--- config.mk ---
export PLATFORM = sky130hd
export DESIGN_NAME = me_frame_sched
export DESIGN_NICKNAME = d
export VERILOG_FILES = /design/src/rtl/me_frame_sched.sv
export SDC_FILE = /design/constraint.sdc
export NUM_CORES = 1
export LEC_CHECK = 0
export ABC_AREA = 1
export BUFFER_PORTS_ARGS = -buffer_cell sky130_fd_sc_hd__buf_2
export CAP_MARGIN = 20
export CELL_PAD_IN_SITES_DETAIL_PLACEMENT = 2
export CELL_PAD_IN_SITES_GLOBAL_PLACEMENT = 2
export CORE_MARGIN = 2
export CORE_UTILIZATION = 27
export CTS_CLUSTER_DIAMETER = 50
export DETAILED_ROUTE_END_ITERATION = 10
export HOLD_SLACK_MARGIN = 0.12
export PLACE_DENSITY = 0.8
export SETUP_SLACK_MARGIN = 0.3
export SLEW_MARGIN = 20
export SYNTH_ARGS = -nofsm -noshare
export SYNTH_HDL_FRONTEND = slang
export SYNTH_SLANG_ARGS = --single-unit
--- constraint.sdc ---
create_clock -name clk -period 2.2 [get_ports clk]
set_input_delay 0.22 -clock clk [delete_from_list [all_inputs] [get_ports clk]]
set_output_delay 0.22 -clock clk [all_outputs]
set_load 0.01 [all_outputs]
--- src/rtl/me_frame_sched.sv ---
// -----------------------------------------------------------------------------
// me_frame_sched
//
// Frame-level scheduler for the motion estimation core. Walks every macroblock
// of a frame in raster order, starts one search per macroblock over the core's
// req/ack interface, forwards each min_sad/min_mvec as one result on a
// valid/ready stream, and keeps a saturating frame SAD total.
//
// Optional feature (compile-time macro):
//   ME_FRAME_SCHED_TIMEOUT_EN  - bounds the wait for me_ack with a watchdog of
//                                TIMEOUT cycles; a timed-out macroblock yields
//                                a result with res_sad = all-ones, res_mvec = 0
//                                and res_err = 1. Without the macro the wait is
//                                unbounded and res_err is tied low.
//
// Ports:
//   clk           clock
//   rst           synchronous, active-high reset
//   start         start a frame (only honoured in IDLE)
//   threshold     early-stop threshold, latched at start
//   busy          high from accepted start until the frame is done
//   done          one-cycle pulse after the last result is accepted
//   frame_sad     saturating sum of result SADs, held after done
//   me_req        request to the core (held until me_ack)
//   me_threshold  latched threshold presented to the core
//   me_mb_x/y     current macroblock column/row
//   me_ack        core completion strobe
//   me_sad        core min_sad, valid with me_ack
//   me_mvec       core min_mvec, valid with me_ack
//   res_valid     result valid
//   res_ready     downstream ready
//   res_sad       result SAD
//   res_mvec      result motion vector index
//   res_mb_x/y    macroblock position of the result
//   res_err       result produced by the watchdog
// -----------------------------------------------------------------------------
module me_frame_sched #(
    parameter int MB_COLS    = 4,
    parameter int MB_ROWS    = 3,
    parameter int SAD_WIDTH  = 16,
    parameter int CNT_WIDTH  = 12,
    parameter int FSAD_WIDTH = 24,
    parameter int TIMEOUT    = 8192
) (
    input  logic                         clk,
    input  logic                         rst,
    input  logic                         start,
    input  logic [SAD_WIDTH-1:0]         threshold,
    output logic                         busy,
    output logic                         done,
    output logic [FSAD_WIDTH-1:0]        frame_sad,
    output logic                         me_req,
    output logic [SAD_WIDTH-1:0]         me_threshold,
    output logic [$clog2(MB_COLS)-1:0]   me_mb_x,
    output logic [$clog2(MB_ROWS)-1:0]   me_mb_y,
    input  logic                         me_ack,
    input  logic [SAD_WIDTH-1:0]         me_sad,
    input  logic [CNT_WIDTH-1:0]         me_mvec,
    output logic                         res_valid,
    input  logic                         res_ready,
    output logic [SAD_WIDTH-1:0]         res_sad,
    output logic [CNT_WIDTH-1:0]         res_mvec,
    output logic [$clog2(MB_COLS)-1:0]   res_mb_x,
    output logic [$clog2(MB_ROWS)-1:0]   res_mb_y,
    output logic                         res_err
);

    localparam int XW    = $clog2(MB_COLS);
    localparam int YW    = $clog2(MB_ROWS);
    localparam int SUM_W = FSAD_WIDTH + 1;

    typedef enum logic [2:0] {
        S_IDLE,
        S_ISSUE,
        S_WAIT,
        S_PUSH,
        S_DONE
    } state_e;

    state_e                 state_q, state_d;
    logic [SAD_WIDTH-1:0]   thr_q, thr_d;
    logic [XW-1:0]          x_q, x_d;
    logic [YW-1:0]          y_q, y_d;
    logic [FSAD_WIDTH-1:0]  fsad_q, fsad_d;
    logic [SAD_WIDTH-1:0]   res_sad_q, res_sad_d;
    logic [CNT_WIDTH-1:0]   res_mvec_q, res_mvec_d;
    logic [XW-1:0]          res_x_q, res_x_d;
    logic [YW-1:0]          res_y_q, res_y_d;

    // One extra bit catches the carry out of the frame total.
    logic [SUM_W-1:0]       sum_w;
    logic [FSAD_WIDTH-1:0]  fsad_sat;
    logic                   last_mb;

    assign sum_w    = {1'b0, fsad_q} + SUM_W'(me_sad);
    assign fsad_sat = sum_w[FSAD_WIDTH] ? {FSAD_WIDTH{1'b1}} : sum_w[FSAD_WIDTH-1:0];
    assign last_mb  = (x_q == XW'(MB_COLS - 1)) && (y_q == YW'(MB_ROWS - 1));

`ifdef ME_FRAME_SCHED_TIMEOUT_EN
    localparam int TW = $clog2(TIMEOUT + 1);

    logic [TW-1:0] wait_cnt_q, wait_cnt_d;
    logic          res_err_q, res_err_d;
    logic          timed_out;

    // Fires on the TIMEOUT-th cycle spent in WAIT.
    assign timed_out = (wait_cnt_q == TW'(TIMEOUT - 1));
`endif

    // -------------------------------------------------------------------------
    // Next-state and datapath
    // -------------------------------------------------------------------------
    always_comb begin
        // NOTE: every variable gets a default before the case so no path can
        // leave one unassigned and infer a latch.
        state_d    = state_q;
        thr_d      = thr_q;
        x_d        = x_q;
        y_d        = y_q;
        fsad_d     = fsad_q;
        res_sad_d  = res_sad_q;
        res_mvec_d = res_mvec_q;
        res_x_d    = res_x_q;
        res_y_d    = res_y_q;
`ifdef ME_FRAME_SCHED_TIMEOUT_EN
        wait_cnt_d = wait_cnt_q;
        res_err_d  = res_err_q;
`endif

        unique case (state_q)
            S_IDLE: begin
                if (start) begin
                    thr_d   = threshold;
                    fsad_d  = '0;
                    x_d     = '0;
                    y_d     = '0;
                    state_d = S_ISSUE;
                end
            end

            S_ISSUE: begin
`ifdef ME_FRAME_SCHED_TIMEOUT_EN
                wait_cnt_d = '0;
`endif
                state_d = S_WAIT;
            end

            S_WAIT: begin
                // A real ack always wins over a watchdog expiry in the same cycle.
                if (me_ack) begin
                    res_sad_d  = me_sad;
                    res_mvec_d = me_mvec;
                    res_x_d    = x_q;
                    res_y_d    = y_q;
                    fsad_d     = fsad_sat;
`ifdef ME_FRAME_SCHED_TIMEOUT_EN
                    res_err_d  = 1'b0;
`endif
                    state_d    = S_PUSH;
                end
`ifdef ME_FRAME_SCHED_TIMEOUT_EN
                else if (timed_out) begin
                    res_sad_d  = {SAD_WIDTH{1'b1}};
                    res_mvec_d = '0;
                    res_x_d    = x_q;
                    res_y_d    = y_q;
                    fsad_d     = {FSAD_WIDTH{1'b1}};
                    res_err_d  = 1'b1;
                    state_d    = S_PUSH;
                end else begin
                    wait_cnt_d = wait_cnt_q + 1'b1;
                end
`endif
            end

            S_PUSH: begin
                // Acks arriving here (including a late one after a timeout)
                // are not looked at: only WAIT samples me_ack.
                if (res_ready) begin
                    if (last_mb) begin
                        state_d = S_DONE;
                    end else begin
                        if (x_q == XW'(MB_COLS - 1)) begin
                            x_d = '0;
                            y_d = y_q + 1'b1;
                        end else begin
                            x_d = x_q + 1'b1;
                        end
                        state_d = S_ISSUE;
                    end
                end
            end

            S_DONE: begin
                state_d = S_IDLE;
            end

            default: begin
                state_d = S_IDLE;
            end
        endcase
    end

    // -------------------------------------------------------------------------
    // State registers
    // -------------------------------------------------------------------------
    always_ff @(posedge clk) begin
        // NOTE: non-blocking assignments so every register samples the values
        // from before this edge, independent of statement order.
        if (rst) begin
            state_q    <= S_IDLE;
            thr_q      <= '0;
            x_q        <= '0;
            y_q        <= '0;
            fsad_q     <= '0;
            res_sad_q  <= '0;
            res_mvec_q <= '0;
            res_x_q    <= '0;
            res_y_q    <= '0;
        end else begin
            state_q    <= state_d;
            thr_q      <= thr_d;
            x_q        <= x_d;
            y_q        <= y_d;
            fsad_q     <= fsad_d;
            res_sad_q  <= res_sad_d;
            res_mvec_q <= res_mvec_d;
            res_x_q    <= res_x_d;
            res_y_q    <= res_y_d;
        end
    end

`ifdef ME_FRAME_SCHED_TIMEOUT_EN
    always_ff @(posedge clk) begin
        if (rst) begin
            wait_cnt_q <= '0;
            res_err_q  <= 1'b0;
        end else begin
            wait_cnt_q <= wait_cnt_d;
            res_err_q  <= res_err_d;
        end
    end

    assign res_err = res_err_q;
`else
    assign res_err = 1'b0;
`endif

    // -------------------------------------------------------------------------
    // Outputs: control strobes decode straight from the registered state, so
    // me_req falls on the same edge that captures the ack and PUSH always
    // separates two requests by at least one low cycle.
    // -------------------------------------------------------------------------
    assign busy         = (state_q == S_ISSUE) || (state_q == S_WAIT) || (state_q == S_PUSH);
    assign done         = (state_q == S_DONE);
    assign me_req       = (state_q == S_ISSUE) || (state_q == S_WAIT);
    assign res_valid    = (state_q == S_PUSH);
    assign me_threshold = thr_q;
    assign me_mb_x      = x_q;
    assign me_mb_y      = y_q;
    assign frame_sad    = fsad_q;
    assign res_sad      = res_sad_q;
    assign res_mvec     = res_mvec_q;
    assign res_mb_x     = res_x_q;
    assign res_mb_y     = res_y_q;

endmodule

==> run_results.csv <==
group,metric,value,unit
run_status,run_status,"complete, no violations",
cells_and_area,antenna_cells,0,
clocking,cts_tree,"yes",
detailed_routing,drt_iter0_markers,189,
synth,synth-seq-area-share,35.35,%
critical_path,crit_required,2490,ps
power,cellPowerDensity,715.8,nW/um2
detailed_routing,wl,20.12,mm
clocking,root_buffer,"clkbuf_16",
global_route,antenna_found_initial,1,
synth,yosysWarnings,0,
sta,final.period_utilization,88.69,%
place,numPortBuffers,128,
clocking,clk_latency,350,ps
place,dp_hpwl,13.62,mm
detailed_routing,firstDrtPassIters,4,
detailed_routing,routed_via_density,4.874,
synth,synth_cell_types,35,
detailed_routing,route.detailed.drc,0,
synth,syn_inst,683,
synth,synth-seq-cells,79,
floorplanning,row_count,47,
synth,netlist_area,4474,um2
floorplanning,die_y,132.7,um
clocking,clk_pin_slew,70,ps
clocking,cts_buffers,9,
global_route,grt-ovfl-total,0,
floorplanning,core_area,16410,um2
critical_path,arrival,2240,ps
detailed_routing,avgRoutedWirePerCell,18.95,um
synth,synthArstFlopShare,0,%
critical_path,critPathLaunchType,"flop",
flow_run,maxCapViolations,0,
place,placed_area,5346,um2
synth,synth-main-ff-cell,"dfxtp_1",
global_route,grt_max_degree,60,
place,placed_cells,1016,
cells_and_area,nNetsFinal,905,
place,gp_congestion,0.8859,
global_route,track_usage,22.05,%
global_route,grt_pass1_wl,30.57,mm
power,p_leak,2.967,nW
cells_and_area,drive_above_1_share,31.35,%
synth,synth_edf_count,0,
cells_and_area,stdcell_count,1062,
sta,worstMarginPinSlew,689.6,ps
critical_path,cp_max_fo,8,
clocking,htreeDepth,3,
sta,slew_viol_final,0,
sta,finClkSkew,7.847,ps
sta,finalSetupViolCount,0,
floorplanning,dieArea,17620,um2
power,finalPower,0.004549,W
sta,finalCriticalPeriod,1951,ps
sta,relSlewSlack,53.92,%
sta,rsz0062_at_grt,"yes",
cells_and_area,final_area,6355,um2
global_route,first_global_vias,5604,
floorplanning,ios,130,
floorplanning,die-width,132.7,um
cells_and_area,final_util,38.73,%
synth,synth.avg_cell_area,6.551,um2
sta,finalHoldViolations,0,
sta,setup_tns,0,ps
hold_path,hold_class,"input port to flop",
power,vdd_ir_drop_max,0.4002,mV
cells_and_area,syn2layout_area_growth,42.03,%
clocking,clock_sinks,79,
floorplanning,initial_core_util,27.27,%
sta,max_freq,0.5125,GHz
clocking,cts_max_path_buffers,2,
synth,synthesis.nets,751,
critical_path,critPathKind,"flop to flop",
detailed_routing,ant_nets,0,
detailed_routing,dr_total_vias,5176,
critical_path,endpoint_kind,"flop",
-- critical path, cell delays in order (launching register included) --
cell and delay [ps]:
dfxtp_1 410, ha_4 260, nand2_1 60, nand2_1 80
inv_1 80, nand2_1 120, a21oi_4 240, nand2_8 170
nand2_1 110, nand2_1 60, nand2_1 90, nand2_1 70
a21oi_2 120
-- timing repair --
action	in CTS	in global routing
buffers inserted	4	5
setup endpoints to repair	25	25
hold buffers	18	0
resized for setup	37	43
gates cloned	2	1
hold endpoints to repair	18	0
pin swaps	10	9
-- report_power, final --
group / internal [W] / switching [W]
Combinational: 0.000428 / 0.000769
Clock: 0.00101 / 0.000696
Sequential: 0.00156 / 0.0000901
Total: 0.00299 / 0.00155
-- flip-flops by register name, indices dropped and copies added, names as in the netlist --
name and count:
res_mb_x 2, res_mvec 12, res_sad 16, me_mb_x 2, frame_sad 24, res_mb_y 2, me_mb_y 2, me_threshold 16
state_q 3
-- cell usage in the layout (no fill, tap or decap), types with 4 or more instances in the layout --
master / netlist / final
nand2_1: 246 / 228
buf_2: 7 / 128
dfxtp_1: 79 / 72
inv_1: 66 / 65
nor2_1: 65 / 58
a21oi_1: 61 / 55
nand3_1: 28 / 27
o21ai_0: 21 / 20
dlygate4sd3_1: 0 / 18
nand2_2: 3 / 17
a21oi_2: 11 / 16
buf_4: 2 / 16
ha_4: 0 / 13
nand3_2: 13 / 11
nor2_2: 6 / 9
clkbuf_16: 0 / 9
xnor2_1: 7 / 7
dfxtp_2: 0 / 7
inv_2: 5 / 5
o21ai_1: 4 / 5
nor2_4: 1 / 5
nand2_8: 0 / 5
nand4_1: 4 / 4
nand2_4: 2 / 4
ha_1: 18 / 4
-- cells by family (layout without fill, tap and decap cells) --
kind of cell	after synthesis	after routing	synth area share [%]
compound gates	102	102	12.70
xor+xnor	8	8	1.566
other cells	1	1	0.08381
simple gates	379	382	36.16
buf+inv	95	251	8.669
fa+ha+maj	19	19	5.481
flops	79	79	35.35
-- synthesized netlist by cell type, types with 3 or more instances --
master | number | area share [%]
dfxtp_1 | 79 | 35
nand2_1 | 246 | 21
inv_1 | 66 | 5.5
nand3_2 | 13 | 2.9
buf_2 | 7 | 0.78
nor2_1 | 65 | 5.5
a21oi_1 | 61 | 6.8
a21oi_2 | 11 | 2.2
nor3_1 | 4 | 0.45
o21ai_0 | 21 | 2.3
o21ai_1 | 4 | 0.45
ha_1 | 18 | 5.0
nand3_1 | 28 | 3.1
clkbuf_1 | 12 | 1.0
and2_1 | 4 | 0.56
nor2_2 | 6 | 0.84
xnor2_1 | 7 | 1.4
nand4_1 | 4 | 0.56
nand2_2 | 3 | 0.42
inv_2 | 5 | 0.42
-- layer usage --
metal / track usage, % / wire length [um] / vias to the layer above
li1: - / - / 2468
met1: 25.63 / 8364 / 2554
met2: 40.99 / 10700 / 125
met3: 4.330 / 684 / 27
met4: 5.974 / 363 / 2
met5: 0 / 13 / -
-- cell type report --
type / count / area, um2
clock buffers: 9 / 225.2
multi-input cells: 512 / 2918
clock inverters: 7 / 103.9
flip-flops and latches: 79 / 1590
fillers: 1952 / 10050
well taps: 220 / 275.3
repair buffers: 164 / 972.2
inverters: 71 / 270.3
-- per-stage QoR --
step | hold WS, ps | setup slack [ps]
after CTS | 120.7 | 282.2
final | 120.2 | 248.7
after detailed placement | 451.1 | 30.60
after global placement | 442.8 | 102.8
after floorplan | 354.9 | 323.2
after global routing | 129.7 | 114.9
-- final timing paths --
path	start	end	slack, ps	cells after the start
max	frame_sad[11]	frame_sad[20]	250	12
min	threshold[11]	me_threshold[11]	120	3
max reg2reg	frame_sad[11]	frame_sad[20]	250	12
min reg2reg	res_sad[3]	res_sad[3]	470	2
(Power assumes the default switching activity.)
